<file path="config.mk">
export PLATFORM = sky130hd
export DESIGN_NAME = mem_client_port
export DESIGN_NICKNAME = d
export VERILOG_FILES = /design/src/rtl/mem_client_port_pkg.sv /design/src/rtl/mem_req_fifo.sv /design/src/rtl/mem_client_port.sv
export SDC_FILE = /design/constraint.sdc
export NUM_CORES = 1
export LEC_CHECK = 0
export BUFFER_PORTS_ARGS = -buffer_cell sky130_fd_sc_hd__buf_2
export CAP_MARGIN = 20
export CELL_PAD_IN_SITES_DETAIL_PLACEMENT = 1
export CELL_PAD_IN_SITES_GLOBAL_PLACEMENT = 2
export CORE_MARGIN = 2
export CORE_UTILIZATION = 45
export DETAILED_ROUTE_END_ITERATION = 8
export PLACE_DENSITY = 0.86
export SYNTH_ARGS = -nofsm -noshare
export SYNTH_HDL_FRONTEND = slang
export SYNTH_HIERARCHICAL = 1
export SYNTH_SLANG_ARGS = --single-unit
</file>
<file path="constraint.sdc">
create_clock -name CLK -period 6.19 [get_ports CLK]
set_clock_uncertainty 0.05 [all_clocks]
set_input_delay 1.238 -clock CLK [delete_from_list [all_inputs] [get_ports CLK]]
set_output_delay 1.238 -clock CLK [all_outputs]
set_load 0.05 [all_outputs]
</file>
<file path="src/rtl/mem_client_port_pkg.sv">
// mem_client_port_pkg
// Shared definitions for the SDRAM client side: the address field split
// {row, bank, column}, data width, default read latency and the request
// record that travels through the request FIFO.
package mem_client_port_pkg;

  // Address split: row [27:15], bank [14:13], column [12:0].
  localparam int ROW_W  = 13;
  localparam int BANK_W = 2;
  localparam int COL_W  = 13;
  localparam int ADDR_W = ROW_W + BANK_W + COL_W;

  localparam int WORD_W = 32;

  // Latch-to-valid read latency shared with the controller.
  localparam int RD_LAT_DEFAULT = 4;

  typedef struct packed {
    logic [ROW_W-1:0]  row;
    logic [BANK_W-1:0] bank;
    logic [COL_W-1:0]  col;
  } mem_addr_t;

  // Request body; the tag is appended separately because its width is a
  // parameter of the client.
  typedef struct packed {
    mem_addr_t         addr;
    logic              we;
    logic [WORD_W-1:0] wdata;
  } req_body_t;

endpackage

</file>
<file path="src/rtl/mem_req_fifo.sv">
// mem_req_fifo
// DEPTH-entry request FIFO with a separate occupancy count for full/empty.
// Ports:
//   CLK, RST   clock, synchronous active-low reset
//   push_i     write din_i (ignored when full, even if a pop happens too)
//   pop_i      drop the head entry (ignored when empty)
//   din_i      entry to write
//   dout_o     head entry (undefined while empty)
//   full_o     DEPTH entries held
//   empty_o    no entries held
module mem_req_fifo #(
  parameter int DEPTH = 4,
  parameter int W     = 8
) (
  input  logic         CLK,
  input  logic         RST,
  input  logic         push_i,
  input  logic         pop_i,
  input  logic [W-1:0] din_i,
  output logic [W-1:0] dout_o,
  output logic         full_o,
  output logic         empty_o
);

  localparam int PW = $clog2(DEPTH);
  localparam int CW = $clog2(DEPTH + 1);

  logic [W-1:0]  mem_q [DEPTH];
  logic [PW-1:0] wr_ptr_q, rd_ptr_q;
  logic [CW-1:0] count_q;
  logic          do_push, do_pop;

  assign full_o  = (count_q == CW'(DEPTH));
  assign empty_o = (count_q == '0);
  assign do_push = push_i && !full_o;
  assign do_pop  = pop_i && !empty_o;
  assign dout_o  = mem_q[rd_ptr_q];

  // Pointers are log2(DEPTH) bits, so they wrap modulo DEPTH on their own.
  always_ff @(posedge CLK) begin
    if (!RST) begin
      wr_ptr_q <= '0;
      rd_ptr_q <= '0;
      count_q  <= '0;
    end else begin
      if (do_push) wr_ptr_q <= wr_ptr_q + PW'(1);
      if (do_pop)  rd_ptr_q <= rd_ptr_q + PW'(1);
      count_q <= count_q + CW'(do_push) - CW'(do_pop);
    end
  end

  // NOTE: storage is not reset; an entry is only read after it was written,
  // and leaving reset off keeps the array a plain register file/RAM.
  always_ff @(posedge CLK) begin
    if (do_push) mem_q[wr_ptr_q] <= din_i;
  end

endmodule

</file>
<file path="src/rtl/mem_client_port.sv">
// mem_client_port
// Requester side of the SDRAM controller client handshake. Queues upstream
// requests, presents the head to the controller (DO_ACT/COMMAND_LATCHED),
// tracks in-flight reads through a fixed-latency pipeline, returns DATA_R
// with its tag, and toggles REFRESH_STROBE once per refresh period.
// Ports:
//   CLK, RST                    clock, synchronous active-low reset
//   REQ_VALID/READY/ADDR/WE/WDATA/TAG   upstream request handshake
//   ADDRESS_REQ, WE, DATA_W, DO_ACT     head request to the controller
//   COMMAND_LATCHED             controller accepted the head this cycle
//   DATA_R                      controller read data
//   RD_VALID, RD_DATA, RD_TAG   read return (one-cycle pulse)
//   REFRESH_STROBE              refresh toggle
//   BUSY                        queued or in-flight work present
//   PROTO_ERR                   sticky: latch seen with nothing offered
module mem_client_port
  import mem_client_port_pkg::*;
#(
  parameter int DEPTH          = 4,
  parameter int TAG_W          = 4,
  parameter int RD_LAT         = RD_LAT_DEFAULT,
  parameter int REFRESH_PERIOD = 1560
) (
  input  logic              CLK,
  input  logic              RST,
  input  logic              REQ_VALID,
  output logic              REQ_READY,
  input  logic [ADDR_W-1:0] REQ_ADDR,
  input  logic              REQ_WE,
  input  logic [WORD_W-1:0] REQ_WDATA,
  input  logic [TAG_W-1:0]  REQ_TAG,
  output logic [ADDR_W-1:0] ADDRESS_REQ,
  output logic              WE,
  output logic [WORD_W-1:0] DATA_W,
  output logic              DO_ACT,
  input  logic              COMMAND_LATCHED,
  input  logic [WORD_W-1:0] DATA_R,
  output logic              RD_VALID,
  output logic [WORD_W-1:0] RD_DATA,
  output logic [TAG_W-1:0]  RD_TAG,
  output logic              REFRESH_STROBE,
  output logic              BUSY,
  output logic              PROTO_ERR
);

  localparam int ENTRY_W = $bits(req_body_t) + TAG_W;
  localparam int RW      = (REFRESH_PERIOD > 1) ? $clog2(REFRESH_PERIOD) : 1;

  // ---------------- request FIFO ----------------
  logic [ENTRY_W-1:0] fifo_din, fifo_dout;
  req_body_t          head;
  logic [TAG_W-1:0]   head_tag;
  logic               fifo_full, fifo_empty;
  logic               push, pop;

  assign fifo_din         = {REQ_ADDR, REQ_WE, REQ_WDATA, REQ_TAG};
  assign {head, head_tag} = fifo_dout;

  assign push = REQ_VALID && !fifo_full;
  assign pop  = DO_ACT && COMMAND_LATCHED;

  mem_req_fifo #(
    .DEPTH (DEPTH),
    .W     (ENTRY_W)
  ) u_fifo (
    .CLK     (CLK),
    .RST     (RST),
    .push_i  (push),
    .pop_i   (pop),
    .din_i   (fifo_din),
    .dout_o  (fifo_dout),
    .full_o  (fifo_full),
    .empty_o (fifo_empty)
  );

  assign REQ_READY   = !fifo_full;
  assign DO_ACT      = !fifo_empty;
  assign ADDRESS_REQ = head.addr;
  assign WE          = head.we;
  assign DATA_W      = head.wdata;

  // ---------------- read tracking ----------------
  // Stage k holds a read k edges after its latch edge; stage RD_LAT is the
  // last one, and the following edge captures DATA_R (RD_LAT+1 total).
  logic [RD_LAT:0]            rd_vld_q;
  logic [RD_LAT:0][TAG_W-1:0] rd_tag_q;
  logic                       rd_valid_q;
  logic [WORD_W-1:0]          rd_data_q;
  logic [TAG_W-1:0]           rd_tag_out_q;
  logic                       proto_err_q;

  // NOTE: sequential state uses non-blocking assignments so every register
  // samples pre-edge values regardless of statement order.
  always_ff @(posedge CLK) begin
    if (!RST) begin
      rd_vld_q     <= '0;
      rd_tag_q     <= '0;
      rd_valid_q   <= 1'b0;
      rd_data_q    <= '0;
      rd_tag_out_q <= '0;
      proto_err_q  <= 1'b0;
    end else begin
      rd_vld_q   <= {rd_vld_q[RD_LAT-1:0], pop && !head.we};
      rd_tag_q   <= {rd_tag_q[RD_LAT-1:0], head_tag};
      rd_valid_q <= rd_vld_q[RD_LAT];
      if (rd_vld_q[RD_LAT]) begin
        rd_data_q    <= DATA_R;
        rd_tag_out_q <= rd_tag_q[RD_LAT];
      end
      // A latch with nothing offered is a controller bug; remember it.
      if (COMMAND_LATCHED && !DO_ACT) proto_err_q <= 1'b1;
    end
  end

  assign RD_VALID  = rd_valid_q;
  assign RD_DATA   = rd_data_q;
  assign RD_TAG    = rd_tag_out_q;
  assign PROTO_ERR = proto_err_q;
  assign BUSY      = !fifo_empty || (|rd_vld_q);

  // ---------------- refresh timer ----------------
  logic [RW-1:0] ref_cnt_q, ref_cnt_d;
  logic          strobe_q, strobe_d;

  // NOTE: defaults first so every path assigns each output; no latches.
  always_comb begin
    ref_cnt_d = ref_cnt_q + RW'(1);
    strobe_d  = strobe_q;
    if (ref_cnt_q == RW'(REFRESH_PERIOD - 1)) begin
      ref_cnt_d = '0;
      strobe_d  = !strobe_q;
    end
  end

  always_ff @(posedge CLK) begin
    if (!RST) begin
      ref_cnt_q <= '0;
      strobe_q  <= 1'b0;
    end else begin
      ref_cnt_q <= ref_cnt_d;
      strobe_q  <= strobe_d;
    end
  end

  assign REFRESH_STROBE = strobe_q;

endmodule

</file>
Word level (Yosys, flattened, before mapping). Memories as Yosys holds them, arrays and structs flattened. A register that Yosys moved wholly into a read port is not among the register bits. Index checks and enable logic that the tools add are counted.

$add $sub $neg: 5. Equality and inequality tests: 2. Mux-type cells: 4. Bitwise operators: 1. Reductions and logical operators: 14.

Operator list (count): $add 11x1->11 const B (1); $eq 11x11->1 const B (1); $logic_and 1x1->1 (6); $reduce_or 5->1 (1); $add 2x1->2 const B (2); $logic_not 1->1 (4); $mux 2 (2); $add 3x1->3 (1); $eq 3x3->1 const B (1); $logic_not 3->1 (1); $sub 3x1->3 (1); $mux 1 (2); $reduce_or 2->1 (1); $logic_or 1x1->1 (1); $not 1->1 (1).

Flip-flop bits (word level): 82. RAM bits: 260. Input port bits: 101. Output and inout bits: 103. Logic and storage cells: 42. Memories: 1.

Memories: u_fifo.mem_q (depth 4, bits a word 65, rd ports 1, clocked after memory_dff 1, write ports 1, RTL line mem_req_fifo.sv:28) `logic [W-1:0] mem_q [DEPTH];`.

Longest topological paths before layout.
Depth after elaboration: 6. Depth in mapped cells: 12. Gate-level depth less buffers: 11.

Hierarchy. Netlist, hierarchy kept.

Modules (own cells, without submodules): mem_req_fifo (instances 1, cells an instance 390, area an instance 9909.5 um2, seq. area each 7987.7 um2); mem_client_port (instances 1, cells an instance 235, area an instance 2647.5 um2, seq. area each 1501.4 um2).

Worst setup path before layout. Ideal clock, no wire load.

Kind: input -> register. From: in REQ_VALID. To: mem u_fifo/mem_q[0][0] (netlist bit), enable pin. Setup time: 0.430 ns. Data arrival time: 3.251 ns. Required time: 5.710 ns. Setup slack: 2.459 ns. Cell stages on the path: 4. Buffers on the path: 1. Cells stage by stage: nor2b_1 nor2b_1 clkbuf_1 and2_1.

Longest elaborated chain between the ends: 4.

Ends and longest elaborated chain: start, declared (RTL line mem_client_port.sv:26) `input logic REQ_VALID,`; $logic_and 1x1->1 (RTL line mem_client_port.sv:59) `assign push = REQ_VALID && !fifo_full;`; $logic_and 1x1->1 (RTL line mem_req_fifo.sv:35) `assign do_push = push_i && !full_o;`; $mux 1 (RTL line mem_req_fifo.sv:55) `if (do_push) mem_q[wr_ptr_q] <= din_i;`; $mux 1 (implied by the code) (RTL line mem_req_fifo.sv:55); end, declared (RTL line mem_req_fifo.sv:28).

Every way passes these cells.

==> impl_metrics.csv <==
group,metric,value,unit
run_status,status,"complete, no violations",
sta,tns,0,ns
synthesis,synth_flop_cell,"edfxtp_1",
drt,ant_nets,0,
synthesis,synthTopCellsByCount,"260 x edfxtp_1, 84 x dfxtp_1, 65 x mux4_2, 41 x nor2b_1, 38 x mux2i_1",
synthesis,synth_cell_types,36,
sta,rsz0062_at_grt,"false",
drt,route.met3.wl,2090,um
sta,hold_violations,0,
die,io_pins,204,
sta,maxSlewHeadroom,0.269,
clock_tree,clockBufferDepth,3,
grt,grt.overflow.total,0,
sta,min_period,3.76,ns
clock_tree,holdBufCountCts,0,
drt,routed_wl,24700,um
worst_setup_path,required,4.90,ns
clock_tree,h-tree-depth,2,
grt,grt.total_usage,0.171,
synthesis,synthTopCellsByArea,"edfxtp_1 62%, dfxtp_1 13%, mux4_2 12%, mux2i_1 3.0%, nor2b_1 2.0%",
synthesis,synthCells,625,
synthesis,ys_ff_latch,344,
grt,grt_pass1_wl,38200,um
worst_setup_path,end_kind,"primary output",
clock_tree,post_cts_buffers,0,
worst_setup_path,reg2reg_from,"u_fifo/count_q[2]",
clock_tree,root_buffer,"clkbuf_16",
cells_and_area,layout-drive-gt1-share,0.381,
drt,via_count,6344,
sta,slew_viol_final,0,
clock_tree,cts.sinks,344,
worst_setup_path,critPathArrivalTime,2.47,ns
clock_tree,cts_tree,"built",
sta,finalSetupViolCount,0,
cells_and_area,fin_nets,952,
drt,dr.pass1.iters,4,
drt,route.detailed.drc,0,
sta,worst_slew_pin_slew,1.10,ns
placed_design,port-buffer-count,203,
synthesis,yosysWarnings,6,
cells_and_area,fin_util,0.544,
die,die_w,171,um
drt,drt-met1-wl,10200,um
placed_design,dp_hpwl,14800,um
die,core-area,0.0276,mm^2
min_path,hold_start,"rd_tag_q[14]",
grt,grt_pass1_vias,6849,
grt,antenna_found_initial,9,
drt,viasPerCell,5.06,
drt,drt-initial-drc-count,383,
min_path,hold_class,"flop to flop",
synthesis,synth_top_area_frac,0.622,
drt,top_layer,"met5",
sta,fin_crit_sh,0.607,
placed_design,gp_congestion,0.665,
clock_tree,clock_latency,0.50,ns
worst_setup_path,path_class,"flop to primary output",
synthesis,syn-num-nets,734,
worst_setup_path,path_max_fanout,28,
synthesis,synth_edf_count,260,
power,ir_worst_vdd,0.000259,V
drt,wire_per_inst,19.7,um
synthesis,yosysMostFrequentCell,"edfxtp_1",
cells_and_area,syn2layout_area_growth,19.7,%
power,p_per_area,436,mW/mm^2
die,die_area,0.0293,mm^2
synthesis,syn_area,0.0126,mm^2
clock_tree,cts_resized,0,
die,initial_core_util,0.454,
sta,max_freq,266,MHz
grt,grt_max_degree,77,
die,rows,61,
synthesis,synth-seq-area-share,0.756,
clock_tree,path_clk_slew,0.06,ns
die,die_y,171,um
synthesis,avgSynthCellArea,20.1,um^2
clock_tree,cts_buffers,37,
synthesis,yosysTopAreaCell,"edfxtp_1",
synthesis,async_flop_share,0,
worst_setup_path,startpoint_type,"flop",
power,p_leak,5.21,nW
drt,route.met2.wl,11800,um
cells_and_area,nFillCells,2591,
run,maxCapViolCount,0,
==> registers in the layout, summed over array words and instances (netlist names), named ones only <==
name             count
ref_cnt_q           11
PROTO_ERR            1
RD_VALID             1
RD_TAG               4
rd_tag_q            20
RD_DATA             32
rd_vld_q             5
u_fifo/mem_q       260
REFRESH_STROBE       1
u_fifo/rd_ptr_q      2
u_fifo/wr_ptr_q      2
u_fifo/count_q       3
==> final cells by class <==
cell class | count | area (um^2) | share of cell area
flip-flops and latches | 344 | 9500 | 0.632
well taps | 378 | 473 | 0.0315
clock buffers | 54 | 1040 | 0.0694
inverters | 9 | 33.8 | 0.00225
multi-input cells | 245 | 2840 | 0.189
repair buffers | 206 | 1040 | 0.0691
clock inverters | 11 | 85.1 | 0.00566
diodes | 7 | 17.5 | 0.00117
==> cell usage in the layout, fill, tap and decap left out, drive strengths merged, types with 6 or more instances in the layout <==
| cell type | Yosys | routed |
|---|---|---|
| mux2i | 38 | 38 |
| dfxtp | 84 | 84 |
| ha | 7 | 7 |
| clkinv | 0 | 10 |
| edfxtp | 260 | 260 |
| a21oi | 7 | 7 |
| inv | 9 | 9 |
| diode | 0 | 7 |
| nand2 | 9 | 9 |
| mux4 | 65 | 65 |
| and2 | 33 | 33 |
| clkbuf | 10 | 54 |
| o21ai | 6 | 6 |
| nor2b | 41 | 41 |
| buf | 17 | 206 |
==> report_power, final <==
| group | internal, mW | switching, mW | leakage [nW] |
|---|---|---|---|
| Sequential | 2.79 | 0.103 | 3.06 |
| Clock | 1.21 | 0.845 | 0.549 |
| Combinational | 0.476 | 1.12 | 1.60 |
| Total | 4.48 | 2.07 | 5.21 |
==> logic make-up (layout without fill, tap and decap cells) <==
group / after synthesis / count (layout) / synth area share
AND/OR/NAND/NOR: 109 / 109 / 0.0558
multiplexers: 103 / 103 / 0.147
XOR/XNOR: 5 / 5 / 0.00349
AO/OA/AOI/OAI: 20 / 20 / 0.0105
adder cells (fa/ha/maj): 8 / 8 / 0.00857
other: 0 / 7 / 0
flip-flops: 344 / 344 / 0.756
buffers and inverters: 36 / 280 / 0.0191
==> layer usage <==
layer / vias to the layer above / GRT usage
li1: 2890 / -
met1: 3189 / 0.210
met2: 209 / 0.284
met3: 50 / 0.0604
met4: 6 / 0.0520
met5: - / 0
==> worst paths after layout <==
kind | endpoint | slack (ns) | cells after the start
worst max-delay path | ADDRESS_REQ[13] | 2.43 | 3
worst min-delay path | rd_tag_q[18] | 0.38 | 1
worst max register to register | u_fifo/count_q[2] | 3.55 | 11
worst min register to register | rd_tag_q[18] | 0.38 | 1
==> worst max-delay path, stage by stage, from the launching register on <==
cell	delay (ns)
dfxtp_4	0.56
buf_4	0.56
mux4_2	0.60
buf_2	0.24
==> per-stage QoR <==
stage | area [um^2] | hold slack, ns | power, mW | setup WS [ns] | instances
CTS | 15000 | 0.384 | 6.64 | 2.34 | 1247
finish | 15000 | 0.380 | 6.55 | 2.43 | 1254
global placement | 13900 | 0.364 | 4.53 | 2.71 | 1182
global route | 15000 | 0.400 | 6.81 | 2.25 | 1250
floorplan | 12600 | 0.362 | 4.19 | 2.46 | 625
detailed placement | 13900 | 0.370 | 4.57 | 2.70 | 1182
Note: power is estimated with default switching activity, not from simulation.
